## src/rtl/pipe_control_pkg.sv

```systemverilog
// pipe_control_pkg: shared definitions for the pipe_control slice.
//   - opcode values understood by the decoder
//   - ALU_Select operation codes
//   - PCControl encodings (STALL, INC, CONDLOAD)
//   - ctrl_t: the datapath control bundle produced by ctrl_decode
package pipe_control_pkg;

    // Opcodes are kept 32 bits wide so the decoder can compare against a
    // zero-extended OpCode whatever the configured opcode width is.
    localparam logic [31:0] OP_ADD  = 32'd0;
    localparam logic [31:0] OP_SUB  = 32'd1;
    localparam logic [31:0] OP_SLT  = 32'd2;
    localparam logic [31:0] OP_LW   = 32'd3;
    localparam logic [31:0] OP_SW   = 32'd4;
    localparam logic [31:0] OP_BEQ  = 32'd5;
    localparam logic [31:0] OP_ADDI = 32'd6;
    localparam logic [31:0] OP_ANDI = 32'd7;
    localparam logic [31:0] OP_J0   = 32'd8;
    localparam logic [31:0] OP_J1   = 32'd9;
    localparam logic [31:0] OP_J2   = 32'd10;

    localparam logic [2:0] ALU_ADD  = 3'd0;
    localparam logic [2:0] ALU_SUB  = 3'd1;
    localparam logic [2:0] ALU_SLT  = 3'd2;
    localparam logic [2:0] ALU_AND  = 3'd4;
    localparam logic [2:0] ALU_NONE = 3'd7;   // undefined opcode marker

    typedef enum logic [1:0] {
        STALL    = 2'd0,
        INC      = 2'd1,
        CONDLOAD = 2'd2
    } pc_ctrl_e;

    typedef struct packed {
        logic       reg_write;
        logic       reg_dst;
        logic       alu_src;
        logic       branch;
        logic       jump;
        logic       mem_write;
        logic       mem_read;
        logic       mem_to_reg;
        logic [2:0] alu_sel;
    } ctrl_t;

endpackage

```

## src/rtl/pipe_control_decode.sv

```systemverilog
// ctrl_decode: purely combinational opcode decoder.
// Ports:
//   opcode  in   OPW  opcode from the IF/ID register
//   ctrl    out  ctrl_t datapath control bundle
// Opcodes outside the table give all controls 0 and ALU_NONE.
module ctrl_decode
    import pipe_control_pkg::*;
#(
    parameter int OPW = 4
) (
    input  logic [OPW-1:0] opcode,
    output ctrl_t          ctrl
);

    logic [31:0] op_ext;
    assign op_ext = 32'(opcode);

    always_comb begin
        ctrl = '0;
        case (op_ext)
            OP_ADD:  begin ctrl.reg_write = 1'b1; ctrl.reg_dst = 1'b1; ctrl.alu_sel = ALU_ADD; end
            OP_SUB:  begin ctrl.reg_write = 1'b1; ctrl.reg_dst = 1'b1; ctrl.alu_sel = ALU_SUB; end
            OP_SLT:  begin ctrl.reg_write = 1'b1; ctrl.reg_dst = 1'b1; ctrl.alu_sel = ALU_SLT; end
            OP_LW:   begin
                ctrl.reg_write  = 1'b1;
                ctrl.alu_src    = 1'b1;
                ctrl.mem_read   = 1'b1;
                ctrl.mem_to_reg = 1'b1;
            end
            OP_SW:   begin ctrl.alu_src = 1'b1; ctrl.mem_write = 1'b1; end
            OP_BEQ:  begin ctrl.branch = 1'b1; ctrl.alu_sel = ALU_SUB; end
            OP_ADDI: begin ctrl.reg_write = 1'b1; ctrl.alu_src = 1'b1; ctrl.alu_sel = ALU_ADD; end
            OP_ANDI: begin ctrl.reg_write = 1'b1; ctrl.alu_src = 1'b1; ctrl.alu_sel = ALU_AND; end
            OP_J0, OP_J1, OP_J2: ctrl.jump = 1'b1;
            default: ctrl.alu_sel = ALU_NONE;
        endcase
    end

endmodule

```

## src/rtl/pipe_control.sv

```systemverilog
// pipe_control: control unit for a datapath that runs either multicycle
// (Mode=0, CYCLES phases per instruction) or pipelined (Mode=1).
// Ports:
//   clock, reset (async, active-low)
//   Mode, OpCode, MemReady, Taken           mode select / decode / stage status
//   ID_Rs, ID_Rt, EX_Rd, EX_MemRead         load-use hazard inputs
//   PCControl (STALL/INC/CONDLOAD), IFIDWrite, Bubble, Flush, Freeze
//   RegWrite..MemtoReg, ALU_Select          datapath controls
//   Phase                                   multicycle phase (debug view of the FSM)
// Build option: define PIPE_CONTROL_HAZARD_EN to enable load-use stalls;
// without it the hazard inputs are ignored and software must insert nops.
module pipe_control
    import pipe_control_pkg::*;
#(
    parameter int OPW    = 4,
    parameter int RW     = 3,
    parameter int CYCLES = 4
) (
    input  logic           clock,
    input  logic           reset,
    input  logic           Mode,
    input  logic [OPW-1:0] OpCode,
    input  logic           MemReady,
    input  logic           Taken,
    input  logic [RW-1:0]  ID_Rs,
    input  logic [RW-1:0]  ID_Rt,
    input  logic [RW-1:0]  EX_Rd,
    input  logic           EX_MemRead,
    output logic [1:0]     PCControl,
    output logic           IFIDWrite,
    output logic           Bubble,
    output logic           Flush,
    output logic           Freeze,
    output logic           RegWrite,
    output logic           RegDst,
    output logic           ALUSrc,
    output logic           Branch,
    output logic           Jump,
    output logic           MemWrite,
    output logic           MemRead,
    output logic           MemtoReg,
    output logic [2:0]     ALU_Select,
    output logic [2:0]     Phase
);

    localparam logic [2:0] LAST_PHASE = 3'(CYCLES - 1);

    ctrl_t      dec_ctrl;
    ctrl_t      ctrl_out;
    ctrl_t      ctrl_q;        // controls shown on the last non-frozen cycle
    pc_ctrl_e   pc_sel;
    logic       mode_q;        // ModeReg
    logic [2:0] phase_q;
    logic       mem_instr_q;   // instruction in flight is lw/sw: may wait for memory
    logic       hz_done_q;     // last advancing pipelined cycle was a load-use stall
    logic       hazard;
    logic       stall_now;
    logic       ifid_we, bubble, flush, freeze;

    ctrl_decode #(.OPW(OPW)) u_decode (
        .opcode (OpCode),
        .ctrl   (dec_ctrl)
    );

`ifdef PIPE_CONTROL_HAZARD_EN
    // hz_done_q limits the stall to one cycle per load even if the
    // hazard inputs stay asserted.
    assign hazard = EX_MemRead && (EX_Rd != '0) &&
                    ((EX_Rd == ID_Rs) || (EX_Rd == ID_Rt)) && !hz_done_q;
`else
    logic unused_hazard_inputs;
    assign unused_hazard_inputs = ^{ID_Rs, ID_Rt, EX_Rd, EX_MemRead, hz_done_q};
    assign hazard = 1'b0;
`endif

    // A load-use stall only happens when nothing of higher priority wins.
    assign stall_now = mode_q && MemReady && !Taken && hazard;

    // Outputs follow the state and same-cycle stage status; reset forces
    // the safe values combinationally so they appear without a clock edge.
    always_comb begin
        pc_sel   = STALL;
        ifid_we  = 1'b0;
        bubble   = 1'b1;
        flush    = 1'b0;
        freeze   = 1'b0;
        ctrl_out = '0;
        if (!reset) begin
            // hold reset values
        end else if (!mode_q) begin
            if (phase_q == 3'd0) begin
                pc_sel  = INC;
                ifid_we = 1'b1;
            end else if (phase_q == 3'd1) begin
                ctrl_out = dec_ctrl;
                bubble   = 1'b0;
            end else if (phase_q == LAST_PHASE) begin
                pc_sel = (mem_instr_q && !MemReady) ? STALL : CONDLOAD;
            end
        end else begin
            pc_sel   = INC;
            ifid_we  = 1'b1;
            bubble   = 1'b0;
            ctrl_out = dec_ctrl;
            if (!MemReady) begin
                freeze   = 1'b1;
                pc_sel   = STALL;
                ifid_we  = 1'b0;
                ctrl_out = ctrl_q;
            end else if (Taken) begin
                pc_sel = CONDLOAD;
                flush  = 1'b1;
                bubble = 1'b1;
            end else if (hazard) begin
                pc_sel  = STALL;
                ifid_we = 1'b0;
                bubble  = 1'b1;
            end
        end
    end

    always_ff @(posedge clock or negedge reset) begin
        if (!reset) begin
            phase_q     <= 3'd0;
            mode_q      <= 1'b0;
            mem_instr_q <= 1'b0;
            hz_done_q   <= 1'b0;
            ctrl_q      <= '0;
        end else if (!mode_q) begin
            hz_done_q <= 1'b0;
            ctrl_q    <= ctrl_out;
            if (phase_q == 3'd0) begin
                // Instruction boundary: a switch to pipelined parks Phase at 0.
                mode_q  <= Mode;
                phase_q <= Mode ? 3'd0 : 3'd1;
            end else if (phase_q == LAST_PHASE) begin
                if (!(mem_instr_q && !MemReady)) begin
                    phase_q     <= 3'd0;
                    mem_instr_q <= 1'b0;
                end
            end else begin
                if (phase_q == 3'd1) begin
                    mem_instr_q <= dec_ctrl.mem_read | dec_ctrl.mem_write;
                end
                phase_q <= phase_q + 3'd1;
            end
        end else begin
            phase_q <= 3'd0;
            if (MemReady) begin
                mode_q    <= Mode;
                hz_done_q <= stall_now;
                ctrl_q    <= ctrl_out;
            end
        end
    end

    assign PCControl  = pc_sel;
    assign IFIDWrite  = ifid_we;
    assign Bubble     = bubble;
    assign Flush      = flush;
    assign Freeze     = freeze;
    assign RegWrite   = ctrl_out.reg_write;
    assign RegDst     = ctrl_out.reg_dst;
    assign ALUSrc     = ctrl_out.alu_src;
    assign Branch     = ctrl_out.branch;
    assign Jump       = ctrl_out.jump;
    assign MemWrite   = ctrl_out.mem_write;
    assign MemRead    = ctrl_out.mem_read;
    assign MemtoReg   = ctrl_out.mem_to_reg;
    assign ALU_Select = ctrl_out.alu_sel;
    assign Phase      = phase_q;

endmodule

```

## config.mk

```make
export PLATFORM = sky130hd
export DESIGN_NAME = pipe_control
export DESIGN_NICKNAME = d
export VERILOG_FILES = /design/src/rtl/pipe_control_pkg.sv /design/src/rtl/pipe_control_decode.sv /design/src/rtl/pipe_control.sv
export SDC_FILE = /design/constraint.sdc
export NUM_CORES = 1
export LEC_CHECK = 0
export BUFFER_PORTS_ARGS = -buffer_cell sky130_fd_sc_hd__buf_4
export CAP_MARGIN = 20
export CORE_MARGIN = 2
export CORE_UTILIZATION = 49
export CTS_CLUSTER_SIZE = 14
export DETAILED_ROUTE_END_ITERATION = 8
export PLACE_DENSITY = 0.88
export SLEW_MARGIN = 20
export SYNTH_ARGS = -nofsm -noshare
export SYNTH_HDL_FRONTEND = slang
export SYNTH_SLANG_ARGS = --single-unit
```

## constraint.sdc

```tcl
create_clock -name clock -period 2.5 [get_ports clock]
set_input_delay 0.625 -clock clock [delete_from_list [all_inputs] [get_ports clock]]
set_output_delay 0.625 -clock clock [all_outputs]
set_load 0.01 [all_outputs]
```

==> impl_metrics.env <==
export IMPL_start_util_pct=50.5
export IMPL_die_w_um=51.1
export IMPL_clockBufferDepth=2
export IMPL_crit_path_end_kind="primary output"
export IMPL_yosys_warnings=0
export IMPL_max_freq_mhz=416
export IMPL_syn_area_mm2=0.00108
export IMPL_cts_root_buffer="clkbuf_4"
export IMPL_worstSetupStartpointType="register"
export IMPL_final_antenna_net_count=0
export IMPL_r2r_cells=7
export IMPL_slowest_stage="dfrtp_2"
export IMPL_p_sw_w=0.000401
export IMPL_finalMaxSlewViolations=0
export IMPL_grt_setup_unrepaired="no"
export IMPL_drc=0
export IMPL_clk_pin_slew_worst_paths_ns=0.10
export IMPL_grt_overflow_total=0
export IMPL_finClkSkew_ns=0.0113
export IMPL_yosysTopAreaCell="dfrtp_1"
export IMPL_die_area_mm2=0.00261
export IMPL_seqPwrFrac_pct=32.6
export IMPL_critPathArrivalTime_ns=1.78
export IMPL_drtPass1Iterations=4
export IMPL_drt_initial_drc_count=28
export IMPL_grt_pass1_vias=1037
export IMPL_antennaDiodeCount=0
export IMPL_pwr_share_comb_pct=51.1
export IMPL_port_buffers=28
export IMPL_ctsHoldBuffers=0
export IMPL_synth_top_cell_area_share_pct=36.9
export IMPL_fin_util_pct=66.8
export IMPL_intPower_w=0.000656
export IMPL_r2r_slack_ns=0.71
export IMPL_worst_path_max_fanout=6
export IMPL_dp_slack_ns=0.179
export IMPL_crit_family="flip-flops"
export IMPL_maxCapViolations=0
export IMPL_crit_top_cell="buf_4"
export IMPL_syn_nets=153
export IMPL_track_usage_pct=22.2
export IMPL_cts_max_level=1
export IMPL_fin_setup_tns_ns=0
export IMPL_fin_crit_sh_pct=96.3
export IMPL_r2r_start="Phase[0]$_DFFE_PN0P_"
export IMPL_netSwitchingFraction_pct=37.9
export IMPL_synth_commonest_cells="nand2_1, dfrtp_1, a21oi_1"
export IMPL_syn_to_final_growth_pct=32.3
export IMPL_dp_cells=183
export IMPL_synth_edf_count=0
export IMPL_ir_drop_mv=0.531
export IMPL_timing_final_ws_setup_ns=0.0935
export IMPL_routabilityCongestion=0.833
export IMPL_yosysSeqAreaShare_pct=36.9
export IMPL_cp_num_buf_inv=3
export IMPL_cpPeakStageDelay_ns=0.43
export IMPL_wirelength_mm=2.73
export IMPL_route_vias_total=1088
export IMPL_hold_viol_final=0
export IMPL_leakagePower_nw=0.647
export IMPL_syn_inst=131
export IMPL_clk_insertion_delay_late_ns=0.29
export IMPL_fin_cells=190
export IMPL_worst_slew_pin_slew_ns=0.433
export IMPL_cts_made_buffers=3
export IMPL_slew_limit_headroom_pct=71.1
export IMPL_layout_min_cycle_time_ns=2.41
export IMPL_path_cells="inv_1 > ha_4 > nor3b_4 > buf_4 > o211ai_2 > o21ai_0 > buf_4"
export IMPL_required_ns=1.88
export IMPL_synth_area_leaders="dfrtp_1, a21oi_1, nand2_1"
export IMPL_synth_most_common_cell="nand2_1"
export IMPL_fin_nets=185
export IMPL_status="finished clean"
export IMPL_timing_worst_setup_path_type="register to primary output"
export IMPL_synthArstFlopShare_pct=100
export IMPL_powerDensity_mw_per_mm2=737
export IMPL_synth_ff_type="dfrtp_1"
export IMPL_synth_seq_cells=16
export IMPL_r2r_end="ctrl_q[4]$_DFFE_PN0P_"
export IMPL_syn_avg_cell_area_um2=8.28
export IMPL_rows=17
export IMPL_tritoncts="yes"
export IMPL_ios=39
export IMPL_pwr_share_clk_pct=16.3
export IMPL_hold_class="primary input to asynchronous set/reset pin"
export IMPL_setup_violations=0
export IMPL_grt_pass1_wl_mm=4.42
export IMPL_place_hpwl_mm=1.97
export IMPL_antenna_found_initial=0
export IMPL_yosysUniqueCellTypes=38
export IMPL_wl_per_cell_um=14.4
export IMPL_dieHeight_um=51.1
export IMPL_viasPerCell=5.73
export IMPL_grt_max_degree=17
export IMPL_final_layout_size_suffix_gt1_share_pct=34.0
export IMPL_cts_sinks=16
export IMPL_core_area_mm2=0.00215
==> sequential cells by signal, indices dropped and copies added (netlist names) <==
name         count
ctrl_q          11
mode_q           1
Phase            3
mem_instr_q      1
==> final cells by class <==
type / count / area (um2)
clock buffers: 4 / 36.3
fillers: 185 / 713
inverters: 6 / 22.5
multi-input cells: 99 / 658
flip-flops and latches: 16 / 402
well taps: 28 / 35.0
repair buffers: 37 / 282
==> how the worst max path moves through the flow <==
| stage | start | to | depth (start not counted) |
|---|---|---|---|
| 6_report | Phase[0]$_DFFE_PN0P_ | Branch | 7 |
| 5_1_grt | Phase[0]$_DFFE_PN0P_ | Branch | 7 |
| 4_1_cts | Phase[1]$_DFFE_PN0P_ | MemRead | 7 |
| 3_5_place_dp | Phase[0]$_DFFE_PN0P_ | MemRead | 7 |
| 3_3_place_gp | MemReady | Branch | 5 |
| 2_1_floorplan | Phase[0]$_DFFE_PN0P_ | ALU_Select[2] | 6 |
==> stage by stage <==
| stage | hold slack [ns] | cell area, um2 | power [W] |
|---|---|---|---|
| floorplan | 0.329 | 1080 | 0.000625 |
| global placement | 0.449 | 1320 | 0.000765 |
| detailed placement | 0.464 | 1320 | 0.000788 |
| CTS | 0.151 | 1380 | 0.000979 |
| global route | 0.141 | 1440 | 0.00113 |
| finish | 0.154 | 1440 | 0.00106 |
==> layer usage <==
| metal | global-route usage, % | routed length, um |
|---|---|---|
| met5 | 0 | 0 |
| met4 | 7.66 | 22 |
| met3 | 3.22 | 170 |
| met2 | 40.7 | 1460 |
| met1 | 26.1 | 1080 |
==> power groups by stage <==
stage	Sequential (W)	Combinational, W	Clock (W)
2_1_floorplan	0.000336	0.000289	0
3_3_place_gp	0.000341	0.000424	0
3_5_place_dp	0.000344	0.000444	0
4_1_cts	0.000342	0.000461	0.000176
5_1_grt	0.000349	0.000593	0.000190
6_report	0.000345	0.000540	0.000172
==> cells in the final DEF (no fill, tap or decap), types with 2 or more instances in the layout <==
cell       n
a21oi_1   12
a21oi_2    3
a31oi_1    2
buf_4     36
clkbuf_4   3
dfrtp_1   15
ha_4       2
inv_1      5
nand2_1   17
nand2b_1   7
nand3_1    5
nand3b_1   3
nand4b_1   2
nor2_1     7
nor2b_1    2
nor3_1     2
nor3b_1    2
o21a_1     2
o21ai_0    8
o31ai_1    2
o41ai_1    3
==> worst reg2reg max path: stages (launching register included) <==
cell and delay, ns:
dfrtp_2 0.43, inv_1 0.10, ha_4 0.20, nor3b_4 0.22, buf_4 0.14, o211ai_2 0.08
buf_4 0.19, o41ai_1 0.32
==> repair_timing <==
action                                  in CTS  in global routing
setup buffers                                1                  2
endpoints found under the setup margin      10                 11
pin swaps                                    1                  0
gates resized for setup                      3                  9
==> kinds of logic (layout without fill, tap and decap cells) <==
| logic type | after synthesis | count (layout) | share of synthesized area [%] |
|---|---|---|---|
| buffers and inverters | 16 | 47 | 6.80 |
| flip-flops | 16 | 16 | 36.9 |
| multiplexers | 2 | 2 | 1.96 |
| adder cells (fa/ha/maj) | 3 | 3 | 3.46 |
| AO/OA/AOI/OAI | 40 | 40 | 23.5 |
| AND/OR/NAND/NOR | 54 | 54 | 27.3 |
No activity file was read; power rests on OpenSTA's default activity.
